[src/rtl/traffic_pkg.sv]
// Shared definitions between farm_sensor_conditioner and traffic_signal.
//   FARM_GREEN / YELLOW / RED : 2-bit farm light encoding (2'b11 is illegal)
//   cond_state_t              : conditioner demand FSM states
//   is_farm_green()           : true only for the green encoding
package traffic_pkg;

    localparam logic [1:0] FARM_GREEN = 2'b00;
    localparam logic [1:0] YELLOW     = 2'b01;
    localparam logic [1:0] RED        = 2'b10;

    typedef enum logic [1:0] {
        IDLE    = 2'b00,
        DEMAND  = 2'b01,
        SERVING = 2'b10,
        FAULT   = 2'b11
    } cond_state_t;

    // The illegal encoding 2'b11 falls out as not-green.
    function automatic logic is_farm_green(input logic [1:0] sig);
        return (sig == FARM_GREEN);
    endfunction

endpackage

[src/rtl/loop_debouncer.sv]
// Synchronizer plus debounce filter for a vehicle loop detector.
//   i_clk     : clock, rising edge
//   i_rst     : synchronous active-high reset
//   i_raw     : asynchronous loop level
//   o_loop_db : debounced level; changes only after DEBOUNCE_CYCLES
//               consecutive synchronized samples disagree with it
module loop_debouncer #(
    parameter int SYNC_STAGES     = 2,
    parameter int DEBOUNCE_CYCLES = 8
) (
    input  logic i_clk,
    input  logic i_rst,
    input  logic i_raw,
    output logic o_loop_db
);

    localparam int CNT_W = (DEBOUNCE_CYCLES > 1) ? $clog2(DEBOUNCE_CYCLES) : 1;
    localparam logic [CNT_W-1:0] DEB_LAST = CNT_W'(DEBOUNCE_CYCLES - 1);

    logic [SYNC_STAGES-1:0] r_sync;
    logic [CNT_W-1:0]       r_deb_cnt;
    logic                   r_loop_db;
    logic                   w_loop_s;

    assign w_loop_s  = r_sync[SYNC_STAGES-1];
    assign o_loop_db = r_loop_db;

    always_ff @(posedge i_clk) begin
        if (i_rst) begin
            r_sync <= '0;
        end else begin
            r_sync <= {r_sync[SYNC_STAGES-2:0], i_raw};
        end
    end

    // Count consecutive disagreeing samples; any agreeing sample restarts the run.
    always_ff @(posedge i_clk) begin
        if (i_rst) begin
            r_deb_cnt <= '0;
            r_loop_db <= 1'b0;
        end else if (w_loop_s != r_loop_db) begin
            if (r_deb_cnt == DEB_LAST) begin
                r_loop_db <= ~r_loop_db;
                r_deb_cnt <= '0;
            end else begin
                r_deb_cnt <= r_deb_cnt + 1'b1;
            end
        end else begin
            r_deb_cnt <= '0;
        end
    end

endmodule

[src/rtl/farm_sensor_conditioner.sv]
// Farm-road demand conditioner feeding traffic_signal.
//   clk           : clock, rising edge
//   rst           : synchronous active-high reset
//   raw_loop      : asynchronous loop-detector level
//   farm_signal   : farm light state fed back from traffic_signal
//   sensor        : clean, latched farm-road demand
//   stuck_fault   : loop detector stuck high
//   vehicle_count : saturating count of debounced arrivals
//
// state   | meaning
// IDLE    | no demand, sensor = 0
// DEMAND  | demand latched until farm goes green, sensor = 1
// SERVING | farm green, sensor follows debounced loop (green extension)
// FAULT   | detector stuck high, sensor = 1, stuck_fault = 1
import traffic_pkg::*;

module farm_sensor_conditioner #(
    parameter int SYNC_STAGES     = 2,
    parameter int DEBOUNCE_CYCLES = 8,
    parameter int STUCK_CYCLES    = 4096,
    parameter int COUNT_W         = 8
) (
    input  logic               clk,
    input  logic               rst,
    input  logic               raw_loop,
    input  logic [1:0]         farm_signal,
    output logic               sensor,
    output logic               stuck_fault,
    output logic [COUNT_W-1:0] vehicle_count
);

    localparam int STUCK_W = $clog2(STUCK_CYCLES + 1);
    localparam logic [STUCK_W-1:0] STUCK_MAX = STUCK_W'(STUCK_CYCLES);

    logic               w_loop_db;
    logic               r_loop_db_d;
    logic               w_rise_db;
    logic               w_farm_green;
    logic               w_stuck_hit;
    logic [STUCK_W-1:0] r_stuck_cnt;
    logic [COUNT_W-1:0] r_vehicle_cnt;
    cond_state_t        r_state;
    cond_state_t        w_state_nxt;

    loop_debouncer #(
        .SYNC_STAGES     (SYNC_STAGES),
        .DEBOUNCE_CYCLES (DEBOUNCE_CYCLES)
    ) u_loop_debouncer (
        .i_clk     (clk),
        .i_rst     (rst),
        .i_raw     (raw_loop),
        .o_loop_db (w_loop_db)
    );

    assign w_rise_db     = w_loop_db & ~r_loop_db_d;
    assign w_farm_green  = is_farm_green(farm_signal);
    // Qualified by the live level so a released detector can leave FAULT as
    // soon as loop_db drops, one cycle before the counter itself clears.
    assign w_stuck_hit   = w_loop_db && (r_stuck_cnt == STUCK_MAX);
    assign vehicle_count = r_vehicle_cnt;

    always_ff @(posedge clk) begin
        if (rst) begin
            r_loop_db_d   <= 1'b0;
            r_stuck_cnt   <= '0;
            r_vehicle_cnt <= '0;
        end else begin
            r_loop_db_d <= w_loop_db;

            if (!w_loop_db) begin
                r_stuck_cnt <= '0;
            end else if (r_stuck_cnt != STUCK_MAX) begin
                r_stuck_cnt <= r_stuck_cnt + 1'b1;
            end

            if (w_rise_db && (r_vehicle_cnt != '1)) begin
                r_vehicle_cnt <= r_vehicle_cnt + 1'b1;
            end
        end
    end

    always_ff @(posedge clk) begin
        if (rst) begin
            r_state <= IDLE;
        end else begin
            r_state <= w_state_nxt;
        end
    end

    always_comb begin
        w_state_nxt = r_state;
        sensor      = 1'b0;
        stuck_fault = 1'b0;
        case (r_state)
            IDLE: begin
                if (w_rise_db) begin
                    w_state_nxt = DEMAND;
                end
            end
            DEMAND: begin
                sensor = 1'b1;
                if (w_farm_green) begin
                    w_state_nxt = SERVING;
                end
            end
            SERVING: begin
                sensor = w_loop_db;
                if (!w_farm_green) begin
                    w_state_nxt = w_loop_db ? DEMAND : IDLE;
                end
            end
            FAULT: begin
                sensor      = 1'b1;
                stuck_fault = 1'b1;
                if (!w_loop_db) begin
                    w_state_nxt = IDLE;
                end
            end
            default: w_state_nxt = IDLE;
        endcase
        if (w_stuck_hit) begin
            w_state_nxt = FAULT;
        end
    end

endmodule

[config.mk]
export PLATFORM = sky130hd
export DESIGN_NAME = farm_sensor_conditioner
export DESIGN_NICKNAME = d
export VERILOG_FILES = /design/src/rtl/traffic_pkg.sv /design/src/rtl/loop_debouncer.sv /design/src/rtl/farm_sensor_conditioner.sv
export SDC_FILE = /design/constraint.sdc
export NUM_CORES = 1
export LEC_CHECK = 0
export BUFFER_PORTS_ARGS = -buffer_cell sky130_fd_sc_hd__clkbuf_2
export CAP_MARGIN = 20
export CORE_UTILIZATION = 30
export DETAILED_ROUTE_END_ITERATION = 6
export GPL_ROUTABILITY_DRIVEN = 0
export PLACE_DENSITY = 0.46
export SYNTH_ARGS = -nofsm -noshare
export SYNTH_HDL_FRONTEND = slang
export SYNTH_SLANG_ARGS = --single-unit
[constraint.sdc]
create_clock -name clk -period 3.5 [get_ports clk]
set_input_delay 0.175 -clock clk [delete_from_list [all_inputs] [get_ports clk]]
set_output_delay 0.175 -clock clk [all_outputs]
set_load 0.02 [all_outputs]
Yosys cells after proc, flatten, opt, wreduce, memory -nomap -nowiden
Index checks and enable logic that the tools add are counted.
Storage, ports and cells
  word-level logic and storage cells: 44
  output and inout bits: 10
  bits in registers: 30
  bits of input ports: 5
Operators by class
  add/subtract/negate cells: 3
  bitwise operators: 4
  equal/unequal tests: 12
  reduce and logical (&&, ||, !) cells: 9
  multiplexer cells: 9
Operator list (number)
  13-bit by 1-bit adder with 13-bit output (second input constant): 1
  13-bit == test (second input constant): 1
  13-bit != test (second input constant): 1
  3-bit != test (second input constant): 4
  2-bit two-way mux: 5
  8-bit by 1-bit adder with 8-bit output (second input constant): 1
  8-bit != test (second input constant): 1
  2-bit case mux with 4 select lines: 1
  2-bit == test (second input constant): 2
  2-bit logical NOT: 2
  4-bit AND reduction: 1
  2-bit OR reduction: 2
  3-bit by 1-bit adder with 3-bit output (second input constant): 1
  3-bit == test (second input constant): 1
  1-bit NOT: 3
  3-bit OR reduction: 1
  2-bit by 1-bit == test with 1-bit output (second input constant): 1
  1-bit logical AND: 2
  1-bit two-way mux: 2
  1-bit case mux with 2 select lines: 1
  2-bit AND reduction: 1
  1-bit bitwise AND: 1
  1-bit != test: 1

Longest topological paths before layout
Gate-level depths: netlist of run 1.
  depth after elaboration: 5
  gate-level depth with buffers: 6

Cells and area by module
A second synthesis of run 1 with hierarchy kept.
Second synthesis, totals
  cells, all modules: 146
  area total of the unflattened synthesis: 1332.5 µm²
By module, submodules not included
  farm_sensor_conditioner: area an instance 1128.6 µm², cells an instance 130, seq. area each 480.5 µm², instances 1
  loop_debouncer: area an instance 203.9 µm², cells an instance 16, seq. area each 120.1 µm², instances 1

Worst setup path after synthesis of run 1
No wires, ideal clock.
  path kind: register -> register
  from: register r_vehicle_cnt[0], in the netlist vehicle_count[0]
  to: register r_vehicle_cnt[0], in the netlist vehicle_count[0]
  setup time: 0.121 ns
  slack: 1.993 ns
  arrival: 1.386 ns
  cell stages (with the launch flop): 5
  data required time: 3.379 ns
  cell sequence: dfxtp_1 > ha_1 > and4_1 > a21boi_2 > mux2_2
Between the ends
  longest elaborated chain between the ends: 2
Ends and longest elaborated chain
  from (decl): line farm_sensor_conditioner.sv:41  | logic [COUNT_W-1:0] r_vehicle_cnt;
  from (signal assigned): line farm_sensor_conditioner.sv:77  | r_vehicle_cnt <= r_vehicle_cnt + 1'b1;
  branches (longest 2 deep; another with 8-bit by 1-bit adder with 8-bit output)
Parallel ways; which one is timed is not known.
A chain may end at the register's enable or synchronous reset.

Worst setup path in the final report of run 1
  from: register u_loop_debouncer.r_loop_db, in the netlist u_loop_debouncer.o_loop_db
  to: register r_vehicle_cnt[0], in the netlist vehicle_count[0]
Between the ends
  longest elaborated chain between the ends: 2
Ends and longest elaborated chain
  from (decl): line loop_debouncer.sv:22  | logic r_loop_db;
  from (signal assigned): line loop_debouncer.sv:43  | r_loop_db <= ~r_loop_db;
  1-bit bitwise AND: line farm_sensor_conditioner.sv:55  | assign w_rise_db = w_loop_db & ~r_loop_db_d;
  1-bit logical AND: line farm_sensor_conditioner.sv:76  | if (w_rise_db && (r_vehicle_cnt != '1)) begin
Every way passes these cells.

==> results of run 1 <==
## layer usage
layer / vias up / GRT usage [%] / part of all wire (%)
met5: - / 0 / 0
met4: 0 / 5.88 / 1.2
met3: 4 / 4.22 / 3.7
met2: 23 / 21.8 / 49
met1: 584 / 15.8 / 46
li1: 624 / - / -
## area by class of cell
class,instances,area (µm²),area share (%)
clock buffers,7,86.3,5.24
well taps,54,67.6,4.10
multi-input cells,117,793,48.1
inverters,7,26.3,1.59
flip-flops and latches,30,601,36.4
repair buffers,14,70.1,4.25
clock inverters,1,5.00,0.303
## sequential cells by signal, indices dropped and copies added (netlist names)
signal	cells
r_state	2
r_stuck_cnt	13
vehicle_count	8
r_loop_db_d	1
u_loop_debouncer.r_deb_cnt	3
u_loop_debouncer.r_sync	2
u_loop_debouncer.o_loop_db	1
## cell families (layout without fill, tap and decap cells)
group | count (synthesis) | count (layout) | synth area share [%]
buffers and inverters | 14 | 29 | 4.46
multiplexers | 6 | 6 | 4.20
flip-flops | 30 | 30 | 41.2
XOR/XNOR | 3 | 3 | 1.80
adder cells (fa/ha/maj) | 5 | 5 | 4.29
AND/OR/NAND/NOR | 67 | 67 | 27.6
AO/OA/AOI/OAI | 36 | 36 | 16.5
## how the worst max path moves through the flow
stage,to,cells after the start
after floorplan,vehicle_count[0],4
after global placement,vehicle_count[0],3
after detailed placement,vehicle_count[0],3
after CTS,vehicle_count[0],3
after global routing,r_state[0],5
final,vehicle_count[0],3
## layout by cell type (no fill, tap or decap), types with 2 or more instances in the layout
| cell | instances |
|---|---|
| a211oi_1 | 3 |
| a21boi_0 | 2 |
| a21oi_1 | 12 |
| a31oi_1 | 4 |
| and2_1 | 4 |
| and3_1 | 6 |
| and4_1 | 2 |
| and4b_1 | 3 |
| clkbuf_2 | 14 |
| clkbuf_8 | 6 |
| dfxtp_1 | 30 |
| ha_1 | 5 |
| inv_1 | 6 |
| mux2i_1 | 5 |
| nand2_1 | 10 |
| nand2b_1 | 5 |
| nand3_1 | 6 |
| nand4_1 | 3 |
| nor2_1 | 5 |
| nor2b_1 | 5 |
| nor3_1 | 4 |
| nor4_1 | 3 |
| nor4b_1 | 2 |
| o21a_1 | 2 |
| o21ai_0 | 2 |
| o31ai_1 | 4 |
| or3_1 | 3 |
| or4_1 | 4 |
| xnor2_1 | 2 |
## power by group through the flow
stage	Combinational (mW)	Clock, mW	Sequential (mW)
after floorplan	0.00561	0	0.351
after global placement	0.00833	0	0.351
after detailed placement	0.00865	0	0.351
after CTS	0.00875	0.293	0.343
after global routing	0.00998	0.307	0.343
final	0.00866	0.280	0.344
## metrics by stage
| step | instances | cell area (µm²) | utilization, % | setup WS, ns | power, mW |
|---|---|---|---|---|---|
| after CTS | 230 | 1650 | 35.1 | 1.80 | 0.645 |
| after global routing | 230 | 1650 | 35.1 | 1.71 | 0.661 |
| after floorplan | 161 | 1460 | - | 1.99 | 0.356 |
| after detailed placement | 222 | 1560 | 33.2 | 1.82 | 0.360 |
| final | 230 | 1650 | 35.1 | 1.82 | 0.632 |
| after global placement | 222 | 1560 | 33.2 | 1.86 | 0.359 |
## worst max-delay path, cell delays in order, from the launching register on
cell and delay [ns]:
dfxtp_1 0.50, nor2b_1 0.42, a21boi_2 0.29, mux2_2 0.35
## cells in the mapped netlist (2+ instances only)
library cell	count
and4b_1	3
buf_2	3
and4_1	2
o21a_1	2
a211oi_1	3
or4_1	4
a21boi_0	2
nor2b_1	5
nor4_1	3
and2_1	4
clkbuf_1	2
nor2_1	5
nand3_1	6
o31ai_1	4
nand4_1	3
nor4b_1	2
a21oi_1	12
dfxtp_1	30
nand2b_1	5
o21ai_0	2
mux2i_1	5
xnor2_1	2
nand2_1	10
ha_1	5
inv_1	6
or3_1	3
nor3_1	4
a31oi_1	4
and3_1	6
==> run_results.csv, run 1 <==
group,metric,value,unit
timing,setup_viol,0,
logic_synthesis,avgSynthCellArea,9.06,µm²
clocking,cts_hold_buffers,0,
critical_path,r2r_slack,1.82,ns
floorplanning,die_area,5150,µm²
clocking,clock_sinks,30,
worst_hold_path,hold_path.class,"primary input to flip-flop",
clocking,insertion_delay,0.28,ns
power_and_ir_drop,p_int,0.505,mW
worst_hold_path,holdPathEnd,"u_loop_debouncer.r_sync[0]",
timing,rsz0062_at_grt,"no",
logic_synthesis,yosysSeqAreaShare,41.2,%
timing,fmax,597,MHz
logic_synthesis,synth_edf_count,0,
global_route,grt_max_degree,19,
critical_path,cp.required,3.67,ns
timing,min_period_over_period,47.9,%
critical_path,startpoint,"u_loop_debouncer.o_loop_db",
layout,final_nets,185,
worst_hold_path,hp-start,"raw_loop",
route,routed_via_density,5.37,
logic_synthesis,syn-cell-area,1460,µm²
power_and_ir_drop,p_per_area,383,nW/µm²
timing,worst_pin_slew,0.599,ns
logic_synthesis,postSynthCellCount,161,
route,drt_wl_total,3080,µm
floorplanning,core_area,4690,µm²
route,drc,0,
critical_path,worstSetupPathType,"flip-flop to flip-flop",
floorplanning,die_h,71.7,µm
worst_hold_path,min_path_cells,2,
timing,slew_headroom,59.5,%
clocking,numCtsBuffers,5,
global_route,grt_usage,13.2,%
clocking,h-tree-depth,2,
critical_path,arrival,1.84,ns
floorplanning,fp.dieW,71.7,µm
power_and_ir_drop,switchingPower,0.127,mW
layout,nFillCells,494,
logic_synthesis,synth.distinct_cells,43,
timing,final.setup.tns,0,ns
logic_synthesis,synth_area_leaders,"dfxtp_1 41%, ha_1 4.3%, a21oi_1 4.1%",
timing,drv_slew,0,
logic_synthesis,ys_seq_elements,30,
logic_synthesis,synth_top_area_share,41.2,%
clocking,cts-root-buf,"clkbuf_8",
power_and_ir_drop,pwr-share-seq,54.4,%
floorplanning,ioPinCount,15,
timing,min_period,1.68,ns
timing,finalHoldViolations,0,
power_and_ir_drop,peakVddDrop,199,µV
logic_synthesis,synth_flop_cell,"dfxtp_1",
timing,finClkSkew,0.00240,ns
clocking,clockBufferDepth,2,
logic_synthesis,synth_nets,171,
route,drtPass1Iterations,4,
global_route,gr-total-overflow,0,
clocking,cts-resized-gates,0,
logic_synthesis,yosysWarnings,0,
critical_path,r2r-end,"vehicle_count[0]",
floorplanning,rows,25,
clocking,cts.clk_slew.worst_paths,0.06,ns
floorplanning,initial_utilization,31.1,%
placed_design,hpwl,2200,µm
clocking,postCtsSetupBuffers,0,
route,ant_nets,0,
global_route,antenna_found_initial,0,
global_route,grt_pass1_vias,1179,
layout,drive_gt1_share,13.6,%
logic_synthesis,synth_top_area_cell,"dfxtp_1",
route,vias,1235,
route,wl_per_cell,13.4,µm
layout,syn2layout_area_growth,13.0,%
timing,timing.hold.ws,0.129,ns
critical_path,cp-start-kind,"flip-flop",
flow_run,drv_cap,0,
power_and_ir_drop,combPwrFrac,1.4,%
critical_path,path_max_fanout,9,
power_and_ir_drop,swShare,20.1,%
layout,diodes,0,
power_and_ir_drop,leakage,0.610,nW
critical_path,end_kind,"flip-flop",
status,status,"complete, no violations",
critical_path,reg2reg_depth,3,
placed_design,io_buffers,14,
critical_path,r2r_start,"u_loop_debouncer.o_loop_db",
global_route,grt_pass1_wl,5230,µm
route,drtIter0Drc,64,
logic_synthesis,async_flop_share,0,%
power_and_ir_drop,p_clk_share,44.3,%
clocking,cts_tree,"built",
Power figures use the tool's default switching activity.
==> inputs of run 2 (changes only) <==
--- a/config.mk
+++ b/config.mk
@@ -10,7 +10,7 @@
 export CORE_UTILIZATION = 30
 export DETAILED_ROUTE_END_ITERATION = 6
 export GPL_ROUTABILITY_DRIVEN = 0
-export PLACE_DENSITY = 0.46
+export PLACE_DENSITY = 0.48
 export SYNTH_ARGS = -nofsm -noshare
 export SYNTH_HDL_FRONTEND = slang
 export SYNTH_SLANG_ARGS = --single-unit
==> constraint.sdc (replaced) <==
create_clock -name clk -period 1.5 [get_ports clk]
set_input_delay 0.075 -clock clk [delete_from_list [all_inputs] [get_ports clk]]
set_output_delay 0.075 -clock clk [all_outputs]
set_load 0.02 [all_outputs]
==> run 2 against run 1 <==
Compared with the run above:
- power increased by 140%
- count of clock-buffer cells in the layout decreased by 1
- first-iteration DRC count up 1.6%
- global-route usage is 0.63 points higher
- sequential share of layout area is 2.0 points lower
- hold slack got worse by 0.11 ns
- die area unchanged
- routed wire length is 3.4% higher
- maximum frequency rose by 18%
- register-to-register slack got worse by 1.7 ns
- utilization up 2.4 points
- largest cell class unchanged
==> run_results.csv, run 2 (synthesized netlist as in run 1, its figures left out) <==
group,metric,value,unit
power_and_ir_drop,swShare,21.7,%
global_route,gr-total-overflow,0,
clocking,cts-root-buf,"clkbuf_8",
floorplanning,ioPinCount,15,
layout,fin_area,1760,µm²
floorplanning,fp.dieW,71.7,µm
global_route,grt_max_degree,18,
timing,final.setup.tns,0,ns
global_route,grt_usage,13.9,%
floorplanning,die_area,5150,µm²
clocking,h-tree-depth,2,
timing,worst_pin_slew,0.381,ns
critical_path,cp.required,1.67,ns
placed_design,io_buffers,14,
clocking,clock_sinks,30,
timing,finalHoldViolations,0,
layout,regMostFlops,"r_stuck_cnt",
power_and_ir_drop,peakVddDrop,384,µV
critical_path,arrival,1.59,ns
floorplanning,core_area,4690,µm²
layout,final_cells,239,
timing,drv_slew,0,
clocking,cts_tree,"built",
timing,fmax,705,MHz
clocking,numCtsBuffers,5,
layout,final_cell_mix,"26 x dfxtp_1, 14 x clkbuf_2, 12 x a21oi_1",
floorplanning,rows,25,
route,drtIter0Drc,65,
critical_path,end_kind,"flip-flop",
power_and_ir_drop,p_int,1.18,mW
worst_hold_path,hold_path.class,"primary input to flip-flop",
route,wl_per_cell,13.3,µm
critical_path,worstSetupPathType,"flip-flop to flip-flop",
power_and_ir_drop,switchingPower,0.326,mW
global_route,grt_pass1_vias,1191,
timing,rsz0062_at_grt,"no",
power_and_ir_drop,p_clk_share,45.3,%
critical_path,cp-start-kind,"flip-flop",
route,ant_nets,0,
route,drtPass1Iterations,4,
status,status,"complete, no violations",
flow_run,drv_cap,0,
clocking,clockBufferDepth,2,
floorplanning,initial_utilization,31.1,%
power_and_ir_drop,leakage,0.665,nW
timing,slew_headroom,74.3,%
layout,largest_register_ffs,13,
global_route,antenna_found_initial,0,
floorplanning,die_h,71.7,µm
timing,min_period,1.42,ns
global_route,grt_pass1_wl,5460,µm
placed_design,placed_area,1620,µm²
route,drt_wl_total,3180,µm
timing,finClkSkew,0.00282,ns
route,drc,0,
layout,syn2layout_area_growth,20.7,%
route,vias,1267,
power_and_ir_drop,pwr-share-seq,53.3,%
layout,diodes,0,
power_and_ir_drop,p_per_area,854,nW/µm²
placed_design,placedCellCount,230,
clocking,insertion_delay,0.28,ns
layout,final_nets,194,
critical_path,path_max_fanout,6,
placed_design,hpwl,2310,µm
timing,setup_viol,0,
timing,min_period_over_period,94.5,%
layout,final_common_cell,"dfxtp_1",
power_and_ir_drop,combPwrFrac,1.5,%
layout,drive_gt1_share,22.7,%
clocking,cts.clk_slew.worst_paths,0.06,ns
route,routed_via_density,5.30,
## run 2: repair_timing
item	CTS	global route
setup endpoints to repair	2	8
hold buffers	0	0
pin swaps	0	1
buffers inserted	0	1
gates resized for setup	1	8
## run 2: power by group through the flow
stage	clock network, mW	logic, mW	registers, mW
floorplan	0	0.0131	0.819
global placement	0	0.0214	0.819
detailed placement	0	0.0227	0.819
CTS	0.703	0.0227	0.801
global route	0.746	0.0255	0.801
finish	0.681	0.0223	0.801
## run 2: metal layers
layer	track usage (%)	vias up	share of wire (%)
li1	-	648	-
met1	17.6	597	50
met2	21.3	19	46
met3	4.92	3	3.5
met4	5.88	0	0.85
met5	0	-	0
## run 2: cell type report
cell class,count,area [µm²]
multi-input cells,117,828
inverters,7,26.3
fillers,486,2930
repair buffers,23,138
well taps,54,67.6
clock inverters,2,12.5
clock buffers,6,82.6
flip-flops and latches,30,606
## run 2: final timing paths
kind	from	end	slack [ns]	cells past startpoint
min	raw_loop	u_loop_debouncer.r_sync[0]	0.01	2
min reg2reg	u_loop_debouncer.r_deb_cnt[0]	u_loop_debouncer.r_deb_cnt[0]	0.44	1
max reg2reg	vehicle_count[1]	vehicle_count[0]	0.08	4
max	vehicle_count[1]	vehicle_count[0]	0.08	4
## run 2: worst max-delay path, stage by stage (launching register included)
cell,delay (ns)
dfxtp_1,0.37
ha_4,0.20
and4_1,0.22
a21boi_2,0.17
mux2_2,0.35
## run 2: per-stage QoR
step	util, %	setup slack (ns)	hold slack, ns	total power [mW]
5_1_grt	37.5	0.00548	0.0354	1.57
6_report	37.5	0.0824	0.0149	1.50
3_5_place_dp	34.5	-0.0139	0.299	0.842
3_3_place_gp	34.5	0.0540	0.296	0.841
2_1_floorplan	-	0.0366	0.203	0.832
4_1_cts	36.7	0.00443	0.00705	1.53
